==> config.mk <==
export PLATFORM = sky130hd
export DESIGN_NAME = fifo_controller
export DESIGN_NICKNAME = d
export VERILOG_FILES = /design/src/rtl/fifo_controller_pkg.sv /design/src/rtl/fifo_controller_memoria.sv /design/src/rtl/fifo_controller.sv
export SDC_FILE = /design/constraint.sdc
export NUM_CORES = 1
export LEC_CHECK = 0
export ABC_AREA = 1
export CORE_ASPECT_RATIO = 0.6
export CORE_MARGIN = 1.5
export CORE_UTILIZATION = 45
export DETAILED_ROUTE_END_ITERATION = 7
export PLACE_DENSITY_LB_ADDON = 0.08
export SYNTH_ARGS = -nofsm -noshare
export SYNTH_HDL_FRONTEND = slang
export SYNTH_SLANG_ARGS = --single-unit
==> constraint.sdc <==
create_clock -name clk -period 2.4 [get_ports clk]
set_input_delay 0.48 -clock clk [delete_from_list [all_inputs] [get_ports clk]]
set_output_delay 0.48 -clock clk [all_outputs]
set_load 0.01 [all_outputs]
==> src/rtl/fifo_controller_pkg.sv <==
// Shared definitions for the transmit-layer FIFOs.
//   - fifo_depth(): depth of a FIFO from its pointer width (2**address_width)
//   - DEFAULT_*   : default geometry and occupancy thresholds
package fifo_controller_pkg;

  localparam int DEFAULT_DATA_WIDTH      = 6;
  localparam int DEFAULT_ADDRESS_WIDTH   = 3;
  localparam int DEFAULT_ALMOST_FULL_TH  = 6;
  localparam int DEFAULT_ALMOST_EMPTY_TH = 2;

  // Number of words addressable by a pointer of the given width.
  function automatic int fifo_depth(input int aw);
    return 32'sd2 ** aw;
  endfunction

endpackage

==> src/rtl/fifo_controller_memoria.sv <==
// memoria: dual-port FIFO storage.
//   clk           : clock, all activity on posedge
//   wr_enable     : write FIFO_data_in into location wr_ptr
//   rd_enable     : load location rd_ptr into the read register
//   wr_ptr/rd_ptr : write / read addresses
//   FIFO_data_in  : write data
//   FIFO_data_out : registered read data, holds between reads
// Contents are never cleared. A read and a write to the same address on the
// same edge returns the old word (read-before-write).
module memoria
  import fifo_controller_pkg::*;
#(
  parameter int data_width    = DEFAULT_DATA_WIDTH,
  parameter int address_width = DEFAULT_ADDRESS_WIDTH
) (
  input  logic                     clk,
  input  logic                     wr_enable,
  input  logic                     rd_enable,
  input  logic [address_width-1:0] wr_ptr,
  input  logic [address_width-1:0] rd_ptr,
  input  logic [data_width-1:0]    FIFO_data_in,
  output logic [data_width-1:0]    FIFO_data_out
);

  localparam int DEPTH = fifo_depth(address_width);

  logic [data_width-1:0] mem_r [DEPTH];
  logic [data_width-1:0] rd_data_r;

  // Storage write port and registered read port.
  always_ff @(posedge clk) begin
    if (wr_enable) begin
      mem_r[wr_ptr] <= FIFO_data_in;
    end
    if (rd_enable) begin
      rd_data_r <= mem_r[rd_ptr];
    end
  end

  assign FIFO_data_out = rd_data_r;

endmodule

==> src/rtl/fifo_controller.sv <==
// fifo_controller: pointer, occupancy and flag controller driving memoria.
//   clk, reset       : clock and synchronous active-high reset
//   push, data_in    : write request and its data
//   pop              : read request
//   data_out         : read data, holds its value while valid_out is low
//   valid_out        : one-cycle pulse per accepted pop, one cycle after the
//                      memory read
//   full/empty       : count == depth / count == 0
//   almost_full      : count >= almost_full_th
//   almost_empty     : count <= almost_empty_th
//   overflow_err     : sticky, push while full without a pop
//   underflow_err    : sticky, pop while empty
//   fifo_count       : occupancy 0..depth
module fifo_controller
  import fifo_controller_pkg::*;
#(
  parameter int data_width      = DEFAULT_DATA_WIDTH,
  parameter int address_width   = DEFAULT_ADDRESS_WIDTH,
  parameter int almost_full_th  = DEFAULT_ALMOST_FULL_TH,
  parameter int almost_empty_th = DEFAULT_ALMOST_EMPTY_TH
) (
  input  logic                  clk,
  input  logic                  reset,
  input  logic                  push,
  input  logic                  pop,
  input  logic [data_width-1:0] data_in,
  output logic [data_width-1:0] data_out,
  output logic                  valid_out,
  output logic                  full,
  output logic                  empty,
  output logic                  almost_full,
  output logic                  almost_empty,
  output logic                  overflow_err,
  output logic                  underflow_err,
  output logic [address_width:0] fifo_count
);

  localparam int CNT_W = address_width + 1;
  localparam int PTR_W = address_width;
  localparam logic [address_width:0]   DEPTH_C   = CNT_W'(fifo_depth(address_width));
  localparam logic [address_width:0]   AF_TH_C   = CNT_W'(almost_full_th);
  localparam logic [address_width:0]   AE_TH_C   = CNT_W'(almost_empty_th);
  localparam logic [address_width:0]   CNT_ONE_C = CNT_W'(1'b1);
  localparam logic [address_width-1:0] PTR_ONE_C = PTR_W'(1'b1);

  logic [address_width-1:0] wr_ptr_r;
  logic [address_width-1:0] rd_ptr_r;
  logic [address_width:0]   count_r;
  logic                     full_r;
  logic                     empty_r;
  logic                     almost_full_r;
  logic                     almost_empty_r;
  logic                     overflow_r;
  logic                     underflow_r;
  logic                     rd_pending_r;
  logic                     valid_out_r;
  logic [data_width-1:0]    data_out_r;

  logic                     push_accept_s;
  logic                     pop_accept_s;
  logic                     overflow_s;
  logic                     underflow_s;
  logic [address_width:0]   count_next_s;
  logic                     wr_enable_s;
  logic                     rd_enable_s;
  logic [data_width-1:0]    mem_rdata_s;

  // Accept/reject decisions and the occupancy the next edge will load.
  // A push into a full FIFO is still accepted when a pop frees a slot in the
  // same cycle; a pop on an empty FIFO is never accepted (no bypass).
  always_comb begin
    push_accept_s = 1'b0;
    pop_accept_s  = 1'b0;
    overflow_s    = 1'b0;
    underflow_s   = 1'b0;
    count_next_s  = count_r;
    if (push && (!full_r || pop)) begin
      push_accept_s = 1'b1;
    end else begin
      push_accept_s = 1'b0;
    end
    if (pop && !empty_r) begin
      pop_accept_s = 1'b1;
    end else begin
      pop_accept_s = 1'b0;
    end
    if (push && full_r && !pop) begin
      overflow_s = 1'b1;
    end else begin
      overflow_s = 1'b0;
    end
    if (pop && empty_r) begin
      underflow_s = 1'b1;
    end else begin
      underflow_s = 1'b0;
    end
    case ({push_accept_s, pop_accept_s})
      2'b10:   count_next_s = count_r + CNT_ONE_C;
      2'b01:   count_next_s = count_r - CNT_ONE_C;
      default: count_next_s = count_r;
    endcase
  end

  // Reset takes priority over a same-cycle push/pop, so memory is gated too.
  assign wr_enable_s = push_accept_s & ~reset;
  assign rd_enable_s = pop_accept_s & ~reset;

  // Read and write pointers, wrapping naturally at the pointer width.
  always_ff @(posedge clk) begin
    if (reset) begin
      wr_ptr_r <= '0;
      rd_ptr_r <= '0;
    end else begin
      if (push_accept_s) begin
        wr_ptr_r <= wr_ptr_r + PTR_ONE_C;
      end
      if (pop_accept_s) begin
        rd_ptr_r <= rd_ptr_r + PTR_ONE_C;
      end
    end
  end

  // Occupancy, threshold flags from the next count, and sticky error flags.
  always_ff @(posedge clk) begin
    if (reset) begin
      count_r        <= '0;
      full_r         <= 1'b0;
      empty_r        <= 1'b1;
      almost_full_r  <= 1'b0;
      almost_empty_r <= 1'b1;
      overflow_r     <= 1'b0;
      underflow_r    <= 1'b0;
    end else begin
      count_r        <= count_next_s;
      full_r         <= (count_next_s == DEPTH_C);
      empty_r        <= (count_next_s == '0);
      almost_full_r  <= (count_next_s >= AF_TH_C);
      almost_empty_r <= (count_next_s <= AE_TH_C);
      overflow_r     <= overflow_r | overflow_s;
      underflow_r    <= underflow_r | underflow_s;
    end
  end

  // Read pipeline: memory register loads on the pop edge, data_out/valid_out
  // follow on the next edge; data_out only changes when a word arrives.
  always_ff @(posedge clk) begin
    if (reset) begin
      rd_pending_r <= 1'b0;
      valid_out_r  <= 1'b0;
      data_out_r   <= '0;
    end else begin
      rd_pending_r <= pop_accept_s;
      valid_out_r  <= rd_pending_r;
      if (rd_pending_r) begin
        data_out_r <= mem_rdata_s;
      end
    end
  end

  memoria #(
    .data_width    (data_width),
    .address_width (address_width)
  ) u_memoria (
    .clk           (clk),
    .wr_enable     (wr_enable_s),
    .rd_enable     (rd_enable_s),
    .wr_ptr        (wr_ptr_r),
    .rd_ptr        (rd_ptr_r),
    .FIFO_data_in  (data_in),
    .FIFO_data_out (mem_rdata_s)
  );

  assign data_out      = data_out_r;
  assign valid_out     = valid_out_r;
  assign full          = full_r;
  assign empty         = empty_r;
  assign almost_full   = almost_full_r;
  assign almost_empty  = almost_empty_r;
  assign overflow_err  = overflow_r;
  assign underflow_err = underflow_r;
  assign fifo_count    = count_r;

endmodule

==> results of run 1 <==
==> path summary, 6_finish.rpt <==
check / startpoint / to / slack (ps) / cells past startpoint
min: u_memoria.FIFO_data_out[0] / data_out[0] / 470 / 2
min reg2reg: u_memoria.FIFO_data_out[0] / data_out[0] / 470 / 2
max reg2reg: empty / almost_empty / 580 / 13
max: pop / almost_empty / 210 / 15
==> metal layers <==
layer | vias to the layer above | global-route usage (%)
met2 | 48 | 25.1
li1 | 1090 | -
met4 | 0 | 5.29
met1 | 1012 | 28.6
met3 | 8 | 7.45
met5 | - | 0
==> final cells by class <==
type / instances / area [um^2]
fillers: 582 / 2840
flip-flops and latches: 78 / 2100
multi-input cells: 182 / 868
repair buffers: 43 / 388
clock buffers: 14 / 295
well taps: 87 / 109
inverters: 25 / 93.8
clock inverters: 2 / 12.5
==> synth_stat cells <==
| cell | count |
|---|---|
| a21oi_1 | 7 |
| a31oi_1 | 1 |
| buf_2 | 6 |
| buf_4 | 1 |
| buf_6 | 2 |
| clkbuf_2 | 1 |
| dfxtp_1 | 24 |
| edfxtp_1 | 54 |
| ha_1 | 5 |
| inv_1 | 24 |
| inv_2 | 1 |
| nand2_1 | 50 |
| nand2_2 | 1 |
| nand3_1 | 7 |
| nand3_2 | 1 |
| nor2_1 | 63 |
| nor2_2 | 1 |
| nor3_1 | 7 |
| o21ai_0 | 24 |
| o21ai_1 | 1 |
| o32ai_1 | 12 |
| xnor2_1 | 2 |
==> registers in the layout (all words and copies together), names as in the netlist <==
register                 cells
empty                        1
wr_ptr_r                     3
underflow_err                1
almost_full                  1
valid_out                    1
data_out                     6
u_memoria.FIFO_data_out      6
fifo_count                   4
rd_ptr_r                     3
u_memoria.mem_r             48
overflow_err                 1
almost_empty                 1
full                         1
rd_pending_r                 1
==> cell families (layout without fill, tap and decap cells) <==
kind of cell | after synthesis | in the layout | synth area share (%)
simple gates | 130 | 130 | 16.5
flops | 78 | 78 | 67.2
compound gates | 45 | 45 | 8.68
buf+inv | 35 | 84 | 5.08
fa+ha+maj | 5 | 5 | 2.00
xor+xnor | 2 | 2 | 0.560
==> power groups by stage <==
stage               Combinational (mW)  Sequential, mW  Clock (mW)
finish                           0.922            1.69        1.35
global route                      1.02            1.71        1.44
CTS                              0.927            1.68        1.38
detailed placement               0.921            1.71           0
global placement                 0.915            1.71           0
floorplan                        0.531            1.72           0
==> through the flow <==
stage / setup slack, ps / cell area, um^2 / cells / hold slack (ps) / setup TNS [ps]
6_report: 215 / 3870 / 431 / 473 / 0
4_1_cts: 217 / 3870 / 431 / 479 / 0
5_1_grt: 73.5 / 3870 / 431 / 501 / 0
3_5_place_dp: -149 / 3560 / 415 / 460 / -293
3_3_place_gp: -89.5 / 3560 / 415 / 460 / -142
2_1_floorplan: 331 / 3130 / 295 / 447 / 0
==> worst min-delay path, cell delays in order (launching register included) <==
cell,delay [ps]
edfxtp_1,320
nor2_1,40
nor2_1,80
==> qor.yml, run 1 <==
grt_overflow: 0
hold_viol: 0
crit_family: "buffers and inverters"
die_area_um2: 7480
synth-seq-cells: 78
cp_max_fo: 3
cts.repair.resized: 0
htree_levels: 3
synth_cell_types: 22
power_mw: 3.95
routed-wl-met2_um: 2560
endpoint_kind: "register"
ant_nets: 0
top_layer: "met4"
cts_sinks: 78
min_path_type: "reg2reg"
final_nets: 354
clkPwrFrac_pct: 34.1
drt_first_pass_iters: 4
num_rows: 23
wl_um: 6440
synthToLayoutAreaGrowth_pct: 23.6
fin_crit_ps: 2190
drv_slew: 0
grtUsageTotal_pct: 19.1
status: "completed"
cpMostUsedCell: "nand2_1"
coreArea_um2: 6710
required_ps: 2630
internal_power_mw: 2.84
startpoint_type: "input port"
grt_pass1_wl_um: 10300
cts_buffers: 9
rsz0062_at_grt: "false"
clk_path_buf_depth: 2
synth.cell_area_um2: 3130
synth_cells: 295
cp_slowest_cell: "clkdlybuf4s50_1"
fin_util_pct: 57.7
post-cts-setup-buffers: 0
p_sw_share_pct: 28.2
gp_congestion: 0.836
grt_start_max_net_pins: 27
switchingPower_mw: 1.12
cts_hold_buf: 0
route.met3.wl_um: 361
period_share_pct: 91.1
p_per_area_nw_per_um2: 1020
vias: 2158
io_pins: 27
arrival_ps: 2410
antenna_cells: 0
wl_per_cell_um: 14.9
p_leak_nw: 1.51
m1WireLength_um: 3450
cp_cell_sequence: "clkdlybuf4s50_1, inv_1, nand2_1, nand2_1, ha_1, nor2_1, nor2_2, ha_1, inv_1, o21ai_0, inv_1, nor2_1, nand2_1, nand2_1, a21oi_1"
critPathMaxStageDelay_ps: 480
comb_power_share_pct: 23.3
cts_root_buf: "clkbuf_16"
numPortBuffers: 26
max_slew.worst_pin.slew_ps: 524
ys.warnings.count: 0
fp.dieH_um: 67.6
antenna_found_initial: 0
layout_commonest_cell: "nor2_1"
grt_pass1_vias: 1856
clk_latency_ps: 330
synth.area.top_cells: "edfxtp_1 52%, dfxtp_1 15%, nor2_1 7.6%, nand2_1 6.0%, o21ai_0 3.8%"
skew_ps: 4.18
seqPwrFrac_pct: 42.6
syn_area_per_cell_um2: 10.6
critPathKind: "in2reg"
initial_core_util_pct: 46.7
cp_num_buf_inv: 4
vias_per_cell: 5.01
cts_tree: "yes"
ir_drop_uv: 482
clock.fmax_ghz: 0.458
final_cell_mix: "63 x nor2_1, 54 x edfxtp_1, 50 x nand2_1"
die_w_um: 111
drcViolationCount: 0
synth_top_area_cell: "edfxtp_1"
dp_hpwl_um: 4330
finalSetupViolCount: 0
drive_above_1_share_pct: 10.5
yosys.area.top_type_share_pct: 51.8
synth_sequential_area_ratio_pct: 67.2
max_cap_viol_count: 0
drt_iter0_drc: 151
slew-limit-headroom_pct: 65.0
syn_nets: 310
clk_pin_slew_ps: 60
Note: power is estimated with default switching activity, not from simulation.
==> run 2: changes to the inputs <==
--- a/config.mk
+++ b/config.mk
@@ -5,7 +5,6 @@
 export SDC_FILE = /design/constraint.sdc
 export NUM_CORES = 1
 export LEC_CHECK = 0
-export ABC_AREA = 1
 export CORE_ASPECT_RATIO = 0.6
 export CORE_MARGIN = 1.5
 export CORE_UTILIZATION = 45
==> run 2 against run 1 <==
  * Final cell count is 22% lower
  * Combinational power is 30% lower
  * Global-route usage is 0.54 points lower
  * Via count is 18% lower
  * Area after synthesis is 0.84% lower
  * Fmax is 5.0% lower
  * Critical endpoint is now almost_full
  * Largest cell class unchanged
  * Largest power group unchanged
==> qor.yml, run 2 <==
status: "completed"
fin_hold_ws_ps: 486  # +13.7 ps
synth.cell_area_um2: 3100  # -0.84%
min_path_type: "reg2reg"
drt_iter0_drc: 105  # -30%
grtUsageTotal_pct: 18.5  # -0.54 points
cts_sinks: 78  # unchanged
synthToLayoutAreaGrowth_pct: 26.1
cts_hold_buf: 0  # unchanged
ys.warnings.count: 0  # unchanged
cp_slowest_cell: "clkdlybuf4s50_1"
synth_cells: 195  # -34%
clk_pin_slew_ps: 60  # about the same
cp_num_buf_inv: 2  # -2
yosys.area.top_type_share_pct: 52.3  # +0.44 points
num_rows: 23  # unchanged
synth_cell_types: 35  # +59%
die_area_um2: 7420  # -0.81%
vias: 1767  # -18%
p_sw_share_pct: 24.0  # -4.3 points
clock.fmax_ghz: 0.435  # -5.0%
grt_pass1_wl_um: 9330  # -9.2%
wl_um: 5940  # -7.8%
cts_tree: "yes"
max_cap_viol_count: 0  # unchanged
internal_power_mw: 2.80  # -1.4%
comb_power_share_pct: 17.5  # -5.8 points
clk_latency_ps: 330  # about the same
wl_per_cell_um: 17.6  # +18%
drive_above_1_share_pct: 21.2  # +11 points
largest_register_ffs: 48  # unchanged
cp_cell_sequence: "clkdlybuf4s50_1, nand2_2, ha_2, xor2_1, ha_2, a21oi_2, mux2i_1, xor2_1, buf_4, or2_0, a21oi_1"
slew-limit-headroom_pct: 59.7  # -5.3 points
endpoint_kind: "register"
syn_area_per_cell_um2: 15.9  # +50%
regMostFlops: "u_memoria.mem_r"
period_share_pct: 95.8  # +4.8 points
crit_family: "buffers and inverters"
grt_pass1_vias: 1721  # -7.3%
synth_sequential_area_ratio_pct: 67.7  # +0.57 points
clk_path_buf_depth: 2  # unchanged
async_flop_share_pct: 0  # unchanged
fin_crit_ps: 2300  # +115 ps
drv_slew: 0  # unchanged
final_nets: 260  # -27%
synth-main-ff-cell: "edfxtp_1"
critPathMaxStageDelay_ps: 500  # +20 ps
grt_overflow: 0  # unchanged
skew_ps: 5.52  # +1.34 ps
finalSetupViolCount: 0  # unchanged
antenna_found_initial: 0  # unchanged
drcViolationCount: 0  # unchanged
seqPwrFrac_pct: 44.1  # +1.5 points
required_ps: 2660  # +30 ps
switchingPower_uw: 882  # -21%
p_leak_nw: 1.38  # -8.6%
synth_edf_count: 54  # unchanged
arrival_ps: 2560  # +150 ps
synth.area.top_cells: "edfxtp_1 52%, dfxtp_1 15%, mux4_1 10%, nor2_1 3.3%, mux2i_1 2.9%"
vias_per_cell: 5.24  # +4.7%
initial_core_util_pct: 46.5  # -0.19 points
cp_max_fo: 4  # +1
antenna_cells: 0  # unchanged
dp.cells: 319  # -23%
cts_buffers: 9  # unchanged
synth-seq-cells: 78  # unchanged
critPathKind: "in2reg"
htree_levels: 3  # unchanged
fp.dieH_um: 67.3  # -0.41%
yosysMostFrequentCell: "edfxtp_1"
dp_hpwl_um: 4030  # -7.0%
final_cell_mix: "54 x edfxtp_1, 27 x nor2_1, 25 x clkdlybuf4s50_1"
fin_cells: 337  # -22%
grt_start_max_net_pins: 17  # -37%
startpoint_type: "input port"
numPortBuffers: 26  # unchanged
clkPwrFrac_pct: 38.3  # +4.2 points
max_slew.worst_pin.slew_ps: 604  # +79.9 ps
ir_drop_uv: 580  # +20%
drt_first_pass_iters: 4  # unchanged
coreArea_um2: 6680  # -0.43%
gp_congestion: 0.756  # -9.5%
fin_util_pct: 58.6  # +0.92 points
die_w_um: 110  # -0.41%
syn_nets: 210  # -32%
cts_root_buf: "clkbuf_16"
ant_nets: 0  # unchanged
layout_commonest_cell: "edfxtp_1"
io_pins: 27  # unchanged
rsz0062_at_grt: "false"
synth_top_area_cell: "edfxtp_1"
hold_viol: 0  # unchanged
synth_common_cells: "54 x edfxtp_1, 27 x nor2_1, 24 x dfxtp_1, 12 x mux4_1, 9 x mux2i_1"
p_per_area_nw_per_um2: 941  # -8.0%
==> run 2: cell count changes after synthesis, moves of 5 or more <==
| cell | previous run | this run |
|---|---|---|
| xor2_1 | 0 | 5 |
| nand2_1 | 50 | 8 |
| o32ai_1 | 12 | 0 |
| mux4_1 | 0 | 12 |
| inv_1 | 24 | 2 |
| mux2_2 | 0 | 6 |
| mux2i_1 | 0 | 9 |
| clkbuf_1 | 0 | 5 |
| nor2_1 | 63 | 27 |
| o21ai_0 | 24 | 2 |
==> run 2: final timing paths <==
path | startpoint | endpoint | slack (ps) | cells past startpoint
max | push | almost_full | 100 | 11
min | underflow_err | underflow_err | 490 | 2
max reg2reg | full | almost_full | 260 | 11
min reg2reg | underflow_err | underflow_err | 490 | 2
==> run 2: stage by stage <==
stage / instance area (um^2) / TNS, ps / worst slack, ps / total power, mW
after global placement: 3580 / -1910 / -426 / 2.26
final: 3910 / 0 / 99.9 / 3.68
after floorplan: 3100 / 0 / 136 / 2.02
after CTS: 3910 / 0 / 92.7 / 3.72
after detailed placement: 3580 / -2960 / -577 / 2.28
after global routing: 3910 / 0 / 19.0 / 3.84
==> run 2: power by group through the flow <==
| stage | Clock, mW | Sequential, mW | Combinational, mW |
|---|---|---|---|
| final | 1.41 | 1.63 | 0.646 |
| after global placement | 0 | 1.65 | 0.612 |
| after floorplan | 0 | 1.63 | 0.387 |
| after detailed placement | 0 | 1.65 | 0.627 |
| after CTS | 1.44 | 1.62 | 0.650 |
| after global routing | 1.49 | 1.64 | 0.708 |
==> run 2: repair_timing <==
item	in CTS	in global routing
setup buffers	2	0
gates resized for setup	4	1
endpoints found under the hold margin	0	0
pin swaps	1	1
endpoints found under the setup margin	5	1
==> run 2: layout make-up <==
class                      instances  area (um^2)
fill                             536         2760
multi-input combinational        105          950
inverter                           2         7.51
clock inverter                     7         88.8
timing repair buffer              49          432
sequential                        78         2100
clock buffer                       9          225
tap                               87          109
==> run 2: kinds of logic (layout without fill, tap and decap cells) <==
kind of cell | Yosys count | in the layout | share of synthesized area [%]
DFF | 78 | 78 | 67.7
and+or+nand+nor | 54 | 54 | 8.23
muxes | 27 | 27 | 15.2
AOI/OAI and AO/OA | 12 | 12 | 2.66
buffers and inverters | 12 | 67 | 1.90
xor gates and xnor gates | 7 | 7 | 2.22
adders and majority gates | 5 | 5 | 2.02
==> run 2: worst reg2reg max path: stages (launching register included) <==
cell     delay (ps)
dfxtp_1         350
nand2_1         130
nand2_2          80
ha_2            200
xor2_1          170
ha_2            200
a21oi_2         110
mux2i_1         240
xor2_1           90
buf_4           150
or2_0           220
a21oi_1         130
==> run 2: metal layers <==
layer | vias to the layer above | track usage [%] | wire (um)
met3 | 10 | 6.76 | 370
li1 | 837 | - | -
met4 | 0 | 6.89 | 89
met1 | 871 | 25.9 | 2930
met2 | 49 | 26.6 | 2550
met5 | - | 0 | 0
==> run 3: changes to the inputs <==
--- a/config.mk
+++ b/config.mk
@@ -10,6 +10,7 @@
 export CORE_UTILIZATION = 45
 export DETAILED_ROUTE_END_ITERATION = 7
 export PLACE_DENSITY_LB_ADDON = 0.08
+export SKIP_CTS_REPAIR_TIMING = 1
 export SYNTH_ARGS = -nofsm -noshare
 export SYNTH_HDL_FRONTEND = slang
 export SYNTH_SLANG_ARGS = --single-unit
==> run 3 against run 2 <==
  * Final cell count decreased by 0.59%
  * Global-route usage is 0.086 points lower
  * Register-to-register slack got worse by 50 ps
  * Clock-buffer cell count unchanged
  * Design area hardly changed
  * Clock power about the same
  * Sequential share of layout area fell by 0.052 points
  * Sequential power about the same
==> qor.yml, run 3 (same netlist as run 2, synthesis figures left out) <==
wl_um: 5930  # about the same
vias_per_cell: 5.24  # about the same
skew_ps: 5.47  # -0.0533 ps
drive_above_1_share_pct: 21.0  # -0.23 points
initial_core_util_pct: 46.5  # unchanged
dp.cells: 319  # unchanged
clock.fmax_ghz: 0.457  # +5.2%
die_area_um2: 7420  # unchanged
final_cell_mix: "54 x edfxtp_1, 27 x nor2_1, 24 x dfxtp_1, 24 x clkdlybuf4s50_1, 21 x buf_4"
required_ps: 2660  # about the same
grt_pass1_wl_um: 9270  # -0.59%
fillers: 533  # -0.56%
grt_overflow: 0  # unchanged
period_share_pct: 91.1  # -4.7 points
fin_hold_ws_ps: 469  # -17.5 ps
regMostFlops: "u_memoria.mem_r"
antenna_found_initial: 0  # unchanged
gp_congestion: 0.756  # unchanged
clk_path_buf_depth: 2  # unchanged
ant_nets: 0  # unchanged
max_cap_viol_count: 0  # unchanged
drt_first_pass_iters: 4  # unchanged
finalSetupViolCount: 0  # unchanged
p_per_area_nw_per_um2: 937  # -0.34%
wl_per_cell_um: 17.7  # +0.53%
tns_ps: 0  # unchanged
vias: 1757  # -0.57%
reg2reg_depth: 9  # -2
coreArea_um2: 6680  # unchanged
cts_buffers: 9  # unchanged
layout_commonest_cell: "edfxtp_1"
hold_viol: 0  # unchanged
hold_depth: 3  # +1
final_area_um2: 3920  # about the same
drt_iter0_drc: 80  # -24%
numPortBuffers: 26  # unchanged
synthToLayoutAreaGrowth_pct: 26.3  # about the same
cts_tree: "yes"
cts_root_buf: "clkbuf_16"
antenna_cells: 0  # unchanged
clk_latency_ps: 330  # about the same
ir_drop_uv: 564  # -2.7%
die_w_um: 110  # unchanged
grt_start_max_net_pins: 17  # unchanged
rsz0062_at_grt: "false"
fin_crit_ps: 2190  # -114 ps
final_nets: 258  # -0.77%
grtUsageTotal_pct: 18.4  # -0.086 points
drv_slew: 0  # unchanged
cp_max_fo: 5  # +1
io_pins: 27  # unchanged
drcViolationCount: 0  # unchanged
largest_register_ffs: 48  # unchanged
startpoint_type: "register"
cts_sinks: 78  # unchanged
max_slew.worst_pin.slew_ps: 651  # +46.7 ps
p_leak_nw: 1.39  # +0.78%
fp.dieH_um: 67.3  # unchanged
critPathKind: "reg2reg"
grt_pass1_vias: 1705  # -0.93%
arrival_ps: 2450  # -110 ps
place_area_um2: 3580  # unchanged
endpoint_kind: "register"
fin_cells: 335  # -0.59%
min_path_type: "in2reg"
num_rows: 23  # unchanged
clk_pin_slew_ps: 60  # about the same
htree_levels: 3  # unchanged
status: "completed"
dp_hpwl_um: 4030  # unchanged
slew-limit-headroom_pct: 56.6  # -3.1 points
[run 3: changes by cell type in the layout (fill, tap and decap cells not counted), sizes merged]
cell           delta
dlymetal6s2s      +2
buf               -2
clkdlybuf4s50     -1
dlygate4sd2       -1
[run 3: final timing paths]
| kind | startpoint | to | slack, ps |
|---|---|---|---|
| worst max-delay path | empty | full | 210 |
| worst max register to register | empty | full | 210 |
| worst min register to register | underflow_err | underflow_err | 490 |
| worst min-delay path | pop | underflow_err | 470 |
[run 3: stage by stage]
stage	utilization, %	power [mW]	setup slack, ps
floorplan	-	2.02	136
global placement	53.6	2.26	-426
detailed placement	53.6	2.28	-577
CTS	58.3	3.70	-256
global route	58.7	3.83	118
finish	58.7	3.67	214
[run 3: critical path, cell delays in order (launching register included)]
cell,delay [ps]
dfxtp_1,440
nor2_1,140
ha_4,190
xor2_1,160
ha_2,200
a21oi_2,110
mux2i_1,240
xor2_1,310
o21a_1,180
nor3b_2,150
[run 3: layer usage]
metal	vias to the layer above	wire length, um	global-route usage (%)
met4	0	102	6.89
li1	831	-	-
met3	13	387	6.76
met1	859	2940	25.9
met5	-	0	0
met2	54	2500	26.3
[run 3: cell type report]
class | instances | area (um^2) | area share, %
multi-input cells | 105 | 962 | 24.6
well taps | 87 | 109 | 2.78
clock buffers | 9 | 225 | 5.75
inverters | 2 | 7.51 | 0.192
flip-flops and latches | 78 | 2100 | 53.7
repair buffers | 47 | 423 | 10.8
clock inverters | 7 | 88.8 | 2.27
[run 3: report_power, final]
part	leakage (nW)	internal [mW]	switching, mW
Sequential	0.684	1.53	0.0940
Clock	0.149	0.902	0.508
Combinational	0.559	0.357	0.280
